**src/rtl/riscv_pc_gen.sv**
```systemverilog
// riscv_pc_gen: next-PC generator for the kana core front end.
// Chooses the next PC from trap, mret, jump, taken branch or sequential sources
// (in that priority) and presents it to I-fetch over a valid/ready handshake.
// A redirect that arrives while fetch is back-pressured is parked in a
// one-deep pending slot. Misaligned non-trap targets are rejected and reported.
// Optional build macro: RISCV_PC_PERF_EN adds saturating redirect/stall counters.
module riscv_pc_gen #(
    parameter int                       WORD_LENGTH  = 32,
    parameter int                       PC_OFFSET    = 4,
    parameter logic [WORD_LENGTH-1:0]   RESET_VECTOR = '0,
    parameter int                       CAUSE_W      = 4
) (
    input  logic                          clk,
    input  logic                          x_reset,
    input  logic                          stall,
    input  logic                          br_valid,
    input  logic                          br_flag,
    input  logic signed [WORD_LENGTH-1:0] imm_b_sext,
    input  logic                          jump_valid,
    input  logic [WORD_LENGTH-1:0]        alu_out,
    input  logic                          trap_valid,
    input  logic                          trap_is_irq,
    input  logic [CAUSE_W-1:0]            trap_cause,
    input  logic [WORD_LENGTH-1:0]        mtvec,
    input  logic                          mret_valid,
    input  logic [WORD_LENGTH-1:0]        mepc,
    input  logic                          fetch_ready,
`ifdef RISCV_PC_PERF_EN
    output logic [31:0]                   redirect_cnt,
    output logic [31:0]                   stall_cnt,
`endif
    output logic                          fetch_valid,
    output logic [WORD_LENGTH-1:0]        pc_out,
    output logic [WORD_LENGTH-1:0]        pc_plus4,
    output logic                          misalign_err,
    output logic [WORD_LENGTH-1:0]        misalign_addr
);

    localparam int             W      = WORD_LENGTH;
    localparam logic [W-1:0]   PC_INC = W'(PC_OFFSET);

    typedef enum logic [1:0] {
        BOOT = 2'd0,
        RUN  = 2'd1,
        PEND = 2'd2
    } state_t;

    state_t       state;
    logic [W-1:0] pc;
    logic [W-1:0] pend_target;

    logic [W-1:0] trap_base;
    logic [W-1:0] trap_tgt;
    logic [W-1:0] redir_tgt;
    logic         redir_req;
    logic         redir_is_trap;
    logic         redir_misal;
    logic         redir_ok;
    logic         accept;

    assign pc_out    = pc;
    assign pc_plus4  = pc + PC_INC;
    assign accept    = fetch_valid & fetch_ready;

    // Trap vector: base with MODE bits cleared, plus 4*cause for vectored interrupts
    assign trap_base = {mtvec[W-1:2], 2'b00};
    assign trap_tgt  = (mtvec[1:0] == 2'b01 && trap_is_irq)
                     ? trap_base + {{(W-CAUSE_W-2){1'b0}}, trap_cause, 2'b00}
                     : trap_base;

    // Fixed-priority redirect select; stall suppresses everything but a trap
    always_comb begin
        redir_req     = 1'b0;
        redir_is_trap = 1'b0;
        redir_tgt     = pc;
        if (trap_valid) begin
            redir_req     = 1'b1;
            redir_is_trap = 1'b1;
            redir_tgt     = trap_tgt;
        end else if (!stall) begin
            if (mret_valid) begin
                redir_req = 1'b1;
                redir_tgt = mepc;
            end else if (jump_valid) begin
                redir_req = 1'b1;
                redir_tgt = {alu_out[W-1:1], 1'b0};
            end else if (br_valid && br_flag) begin
                redir_req = 1'b1;
                redir_tgt = pc + $unsigned(imm_b_sext);
            end
        end
    end

    // Trap targets are word aligned by construction, so only the others are checked
    assign redir_misal = redir_req && !redir_is_trap && (redir_tgt[1:0] != 2'b00);
    assign redir_ok    = redir_req && !redir_misal;

    // Control FSM: owns pc, handshake valid and the misalignment report
    always_ff @(posedge clk or negedge x_reset) begin
        if (!x_reset) begin
            state         <= BOOT;
            pc            <= RESET_VECTOR;
            fetch_valid   <= 1'b0;
            misalign_err  <= 1'b0;
            misalign_addr <= '0;
        end else begin
            misalign_err <= redir_misal;
            if (redir_misal) begin
                misalign_addr <= redir_tgt;
            end
            case (state)
                BOOT: begin
                    state       <= RUN;
                    fetch_valid <= 1'b1;
                    if (redir_ok) begin
                        pc <= redir_tgt;
                    end
                end
                RUN: begin
                    if (redir_ok) begin
                        if (accept) begin
                            pc <= redir_tgt;
                        end else begin
                            state <= PEND;
                        end
                    end else if (accept && !stall && !redir_misal) begin
                        pc <= pc + PC_INC;
                    end
                end
                PEND: begin
                    // A redirect arriving on the accepting cycle is the newest one
                    if (accept) begin
                        pc    <= redir_ok ? redir_tgt : pend_target;
                        state <= RUN;
                    end
                end
                default: begin
                    state       <= BOOT;
                    fetch_valid <= 1'b0;
                end
            endcase
        end
    end

    // Pending redirect target; newest redirect wins while fetch is held off
    always_ff @(posedge clk) begin
        if (redir_ok && fetch_valid && !fetch_ready) begin
            pend_target <= redir_tgt;
        end
    end

`ifdef RISCV_PC_PERF_EN
    logic redir_applied;

    function automatic logic [31:0] sat_inc(input logic [31:0] v);
        return (v == 32'hFFFF_FFFF) ? v : v + 32'd1;
    endfunction

    assign redir_applied = (state == BOOT && redir_ok)
                        || (state == RUN  && redir_ok && accept)
                        || (state == PEND && accept);

    // Saturating counters for applied redirects and stalled active cycles
    always_ff @(posedge clk or negedge x_reset) begin
        if (!x_reset) begin
            redirect_cnt <= '0;
            stall_cnt    <= '0;
        end else begin
            if (redir_applied) begin
                redirect_cnt <= sat_inc(redirect_cnt);
            end
            if (stall && state != BOOT) begin
                stall_cnt <= sat_inc(stall_cnt);
            end
        end
    end
`endif

endmodule

```
**config.mk**
```make
export PLATFORM = sky130hd
export DESIGN_NAME = riscv_pc_gen
export DESIGN_NICKNAME = d
export VERILOG_FILES = /design/src/rtl/riscv_pc_gen.sv
export SDC_FILE = /design/constraint.sdc
export NUM_CORES = 1
export LEC_CHECK = 0
export CAP_MARGIN = 20
export CORE_ASPECT_RATIO = 1.75
export CORE_UTILIZATION = 35
export CTS_BUF_LIST = sky130_fd_sc_hd__clkbuf_4 sky130_fd_sc_hd__clkbuf_8 sky130_fd_sc_hd__clkbuf_16
export DETAILED_ROUTE_END_ITERATION = 12
export SLEW_MARGIN = 20
export SYNTH_ARGS = -nofsm -noshare
export SYNTH_HDL_FRONTEND = slang
export SYNTH_SLANG_ARGS = --single-unit
export TNS_END_PERCENT = 10
```
**constraint.sdc**
```tcl
create_clock -name clk -period 5.21 [get_ports clk]
set_clock_uncertainty 0.1 [all_clocks]
set_input_delay 1.042 -clock clk [delete_from_list [all_inputs] [get_ports clk]]
set_output_delay 1.042 -clock clk [all_outputs]
set_load 0.05 [all_outputs]
```
==> flow_summary.toml <==
[cts]
clk_latency_ns = 0.34
cts.sinks = 100
cts_buffers = 9
ctsRootBufferMaster = "clkbuf_16"
cts_buffer_depth = 2
clkTransAtPathRegs_ns = 0.07
cts_max_level = 3
cts_hold_buf = 0
postCtsResizedCells = 0
post_cts_buffers = 0
cts_tree = "yes"

[floorplan]
io_pins = 240
core-area_um2 = 25200
dieArea_um2 = 26400
die_x_um = 123
initial_core_util = 0.357
num_rows = 77
die_h_um = 214

[grt]
grt_start_max_net_pins = 39
gr-total-overflow = 0
antenna_found_initial = 0
grt_util_all_layers = 0.312
grt_pass1_wl_mm = 60.1
first_global_vias = 9772

[sta]
fin_crit_sh = 0.867
rsz0062_at_grt = "false"
setup-violations-final = 0
setup_ws_ns = 0.693
maxClockFrequency_ghz = 0.221
slew_headroom = 0.415
maxSlewViolCount = 0
tightest_slew_ns = 0.868
tns_ns = 0
hold_violations = 0
min_period_ns = 4.52

[flow_run]
maxCapViolCount = 0

[drt]
vias = 10100
drtPass1Iterations = 5
antenna_left = 0
drtIter0Drc = 688
wl_per_cell_um = 24.4
drt_wl_total_mm = 41.1
vias_per_cell = 6.00
drcViolationCount = 0

[cells_and_area]
mostFrequentLayoutCells = "236 x clkdlybuf4s50_1, 136 x nand2_1, 107 x o21ai_0"
syn_to_final_growth_pct = 36.0
insertedDiodeCount = 0
drive_gt1_frac = 0.0969
nets = 1551
final_common_cell = "clkdlybuf4s50_1"

[yosys]
yosysUniqueCellTypes = 86
avgSynthCellArea_um2 = 7.97
syn-instance-count = 1130
ys_warn_count = 0
yosys.area.top_type = "dfrtp_1"
synth_edf_count = 32
ys_seq_area_frac = 0.296
async_reset_ff_frac = 0.680
synth.area.top_cells = "dfrtp_1 19%, edfxtp_1 11%, o21ai_0 5.9%"
syn-num-nets = 1314
syn_area_um2 = 9000
ys.flop_type = "dfrtp_1"
synth_top_area_frac = 0.189
ys_ff_latch = 100

[power_and_ir_drop]
irDropWorstVdd_uv = 390
power_leakage_nw = 4.84
pwr_density_cell_nw_per_um2 = 578

[hold_path]
min_path_type = "register to register"

[placed_design]
hpwl_mm = 32.6
preCtsSetupSlack_ns = 0.495
place_congestion = 0.977
portBuffers = 238

[critical_path]
critPathKind = "register to output port"
cp.required_ns = 4.07
cp.arrival_ns = 3.37
start_kind = "register"
critPathMaxFanout = 6
end_kind = "output port"

[outcome]
status = "finished, final reports clean"
==> synthesized netlist by cell type, types with 18 or more instances <==
master / instances
nand4_1: 30
nor2_1: 87
a21oi_1: 76
dfrtp_1: 68
xor2_1: 27
a21o_1: 26
inv_1: 34
o22ai_1: 18
ha_1: 40
clkbuf_1: 58
xnor2_1: 40
edfxtp_1: 32
o21ai_0: 107
and3_1: 19
nand2_1: 136
o211ai_1: 18
nand3_1: 42
==> final timing paths <==
path | from | to | slack (ns) | cells after the start
min reg2reg | misalign_addr[19]$_DFFE_PN0P_ | misalign_addr[19]$_DFFE_PN0P_ | 0.39 | 2
max in group asynchronous | x_reset | pc_out[11]$_DFFE_PN0P_ | 3.28 | 2
min | misalign_addr[19]$_DFFE_PN0P_ | misalign_addr[19]$_DFFE_PN0P_ | 0.39 | 2
min in group asynchronous | x_reset | misalign_err$_DFF_PN0_ | 0.71 | 1
max reg2reg | pc_out[4]$_DFFE_PN0P_ | pend_target[21]$_DFFE_PP_ | 1.36 | 12
max | pc_out[4]$_DFFE_PN0P_ | pc_plus4[31] | 0.69 | 7
==> where the power goes <==
part | leakage (nW) | switching [mW] | internal [mW]
combinational | 3.59 | 3.31 | 1.80
clock | 0.140 | 0.302 | 0.352
sequential | 1.12 | 0.241 | 1.08
total | 4.84 | 3.85 | 3.22
==> worst max-delay path: stages, from the launching register on <==
cell and delay (ns):
dfrtp_1 0.41, buf_4 0.21, and3_1 0.29, nand4_1 0.35, nor3_1 0.53, nand4_1 0.19
xnor2_1 0.22, clkdlybuf4s50_1 0.83
==> kinds of logic (layout without fill, tap and decap cells) <==
family                   Yosys count  after routing  synth area share
AO/OA/AOI/OAI                    390            390             0.288
XOR/XNOR                          67             67            0.0652
adder cells (fa/ha/maj)           42             42            0.0600
buffers and inverters            111            353            0.0486
flip-flops                       100            100             0.296
multiplexers                      26             26            0.0318
AND/OR/NAND/NOR                  394            394             0.211
==> layout make-up <==
type,count,area (um^2)
Inverter,37,139
Tap cell,316,395
Timing Repair Buffer,300,2840
Multi-Input combinational cell,919,5920
Clock inverter,4,33.8
Clock buffer,12,254
Fill cell,2511,13000
Sequential cell,100,2660
==> metrics by stage <==
step	hold WS (ns)	cells	power (mW)	area, um^2	util
2_1_floorplan	0.419	1130	4.56	9010	-
3_3_place_gp	0.364	1672	6.36	12000	0.474
3_5_place_dp	0.375	1672	6.39	12000	0.474
4_1_cts	0.391	1688	7.06	12200	0.485
5_1_grt	0.418	1688	7.45	12200	0.485
6_report	0.386	1688	7.07	12200	0.485
==> metal layers <==
layer	vias up	share of wire	global-route usage
li1	4691	-	-
met1	4805	0.35	0.343
met2	495	0.50	0.539
met3	133	0.057	0.0279
met4	0	0.088	0.241
met5	-	0	0
==> sequential cells by signal, summed over array words and instances (netlist names) <==
register and count:
fetch_valid 1, pc_out 32, pend_target 32, misalign_err 1
state 2, misalign_addr 32
No activity file was read; power rests on OpenSTA's default activity.
==> RTL change, RTL diff (same settings) <==
Re-encode `state_t` (3 states) as one-hot, 3 bits wide.
--- a/src/rtl/riscv_pc_gen.sv
+++ b/src/rtl/riscv_pc_gen.sv
@@ -40,8 +40,8 @@
     localparam logic [W-1:0]   PC_INC = W'(PC_OFFSET);
 
-    typedef enum logic [1:0] {
-        BOOT = 2'd0,
-        RUN  = 2'd1,
-        PEND = 2'd2
+    typedef enum logic [2:0] {
+        BOOT = 3'b001,
+        RUN  = 3'b010,
+        PEND = 3'b100
     } state_t;
 
Behaviour: no difference found for any inputs over 4 cycles, from zero or initial values and one cycle with x_reset low; so few cycles prove little.
==> RTL change against the unedited design <==
Synthesized cell count fell by 1.3%. Total power fell by 5.7%. Setup slack got worse by 0.067 ns. Utilization fell by 0.64 points. Area after synthesis rose by 0.26%. Register-to-register slack improved by 0.13 ns. Cell area fell by 0.95%. First-iteration DRC count rose by 36%. Sequential cell count rose by 1. Routed wire length fell by 4.1%. Sequential power rose by 13%. Count of clock-buffer cells in the layout fell by 1. Highest routed layer unchanged.
==> RTL change: results (changes against the unedited design) <==
{| class="wikitable"
! Metric !! Value
|-
| Total global-route track usage || 29.9% (was 31.2%)
|-
| Multi-input combinational gate total || 914 (was 919)
|-
| Number of different library cells in the post-synthesis netlist || 95 (was 86)
|-
| Routability congestion estimate || 1.00 (was 0.977)
|-
| Relative area of clock buffers and inverters in the final design || 2.33% (was 2.35%)
|-
| Non-clk buf share || 21.9% (was 23.2%)
|-
| Peak supply drop || 0.349 mV (was 0.390 mV)
|-
| Proportion of synthesized flip-flops having asynchronous set or reset || 68.3% (was 68.0%)
|-
| Area share of xor/xnor cells in the synthesized design || 5.92% (was 6.52%)
|-
| Number of global-route vias before repair || 9875 (was 9772)
|-
| R2r startpoint || pc_out[0]$_DFFE_PN0P_ (was pc_out[4]$_DFFE_PN0P_)
|-
| Footprint of the multi-input gates || 0.00595 mm2 (was 0.00592 mm2)
|-
| Commonest cells post-synth || 133 x sky130_fd_sc_hd__nand2_1, 84 x sky130_fd_sc_hd__a21oi_1, 80 x sky130_fd_sc_hd__nor2_1 (was 136 x sky130_fd_sc_hd__nand2_1, 107 x sky130_fd_sc_hd__o21ai_0, 87 x sky130_fd_sc_hd__nor2_1)
|-
| Sequential portion of the cell area || 22.2% (was 21.7%)
|-
| Number of buffers other than clock buffers in the final layout || 275 (was 300)
|-
| Largest stage delay on the critical path || 0.90 ns (was 0.83 ns)
|-
| Nets || 1519 (was 1551)
|-
| Half-perimeter wire length of the detailed placement result || 31.7 mm (was 32.6 mm)
|-
| Status || finished, final reports clean (unchanged)
|-
| Layout Area Growth over Synthesis || 34.3% (was 36.0%)
|-
| Worst min-delay path startpoint || misalign_addr[5]$_DFFE_PN0P_ (was misalign_addr[19]$_DFFE_PN0P_)
|-
| Proportion of synthesized area in mux cells || 1.94% (was 3.18%)
|-
| Final Instance Count excl. Fillers || 1665 (was 1688)
|-
| Compound-cell area share of the yosys netlist || 29.9% (was 28.8%)
|-
| Headroom to the max-slew limit || 34.0% (was 41.5%)
|-
| Beginning of the critical path || pc_out[10]$_DFFE_PN0P_ (was pc_out[4]$_DFFE_PN0P_)
|-
| Mapped Avg Cell Area || 8.10 um2 (was 7.97 um2)
|}
[RTL change: cell count changes after synthesis, moves of 7 or more]
cell	unedited run	this run
sky130_fd_sc_hd__nor3_1	15	22
sky130_fd_sc_hd__a21o_1	26	13
sky130_fd_sc_hd__o21ai_0	107	69
sky130_fd_sc_hd__nor2_1	87	80
sky130_fd_sc_hd__and4_1	5	14
sky130_fd_sc_hd__clkbuf_1	58	47
sky130_fd_sc_hd__mux2_2	17	10
sky130_fd_sc_hd__a22oi_1	12	20
sky130_fd_sc_hd__nand2b_1	5	16
sky130_fd_sc_hd__nand4_1	30	20
sky130_fd_sc_hd__o21ai_1	2	25
sky130_fd_sc_hd__and2_1	8	16
sky130_fd_sc_hd__a21oi_1	76	84
sky130_fd_sc_hd__o221a_2	10	0
[RTL change: metal layers]
layer  wire [um]  vias to the layer above  global-route usage (%)
li1            -                     4666                       -
met1       15000                     4783                    35.4
met2       19900                      434                    52.3
met3        2200                      109                    1.91
met4        2270                        0                    16.7
met5           0                        -                       0
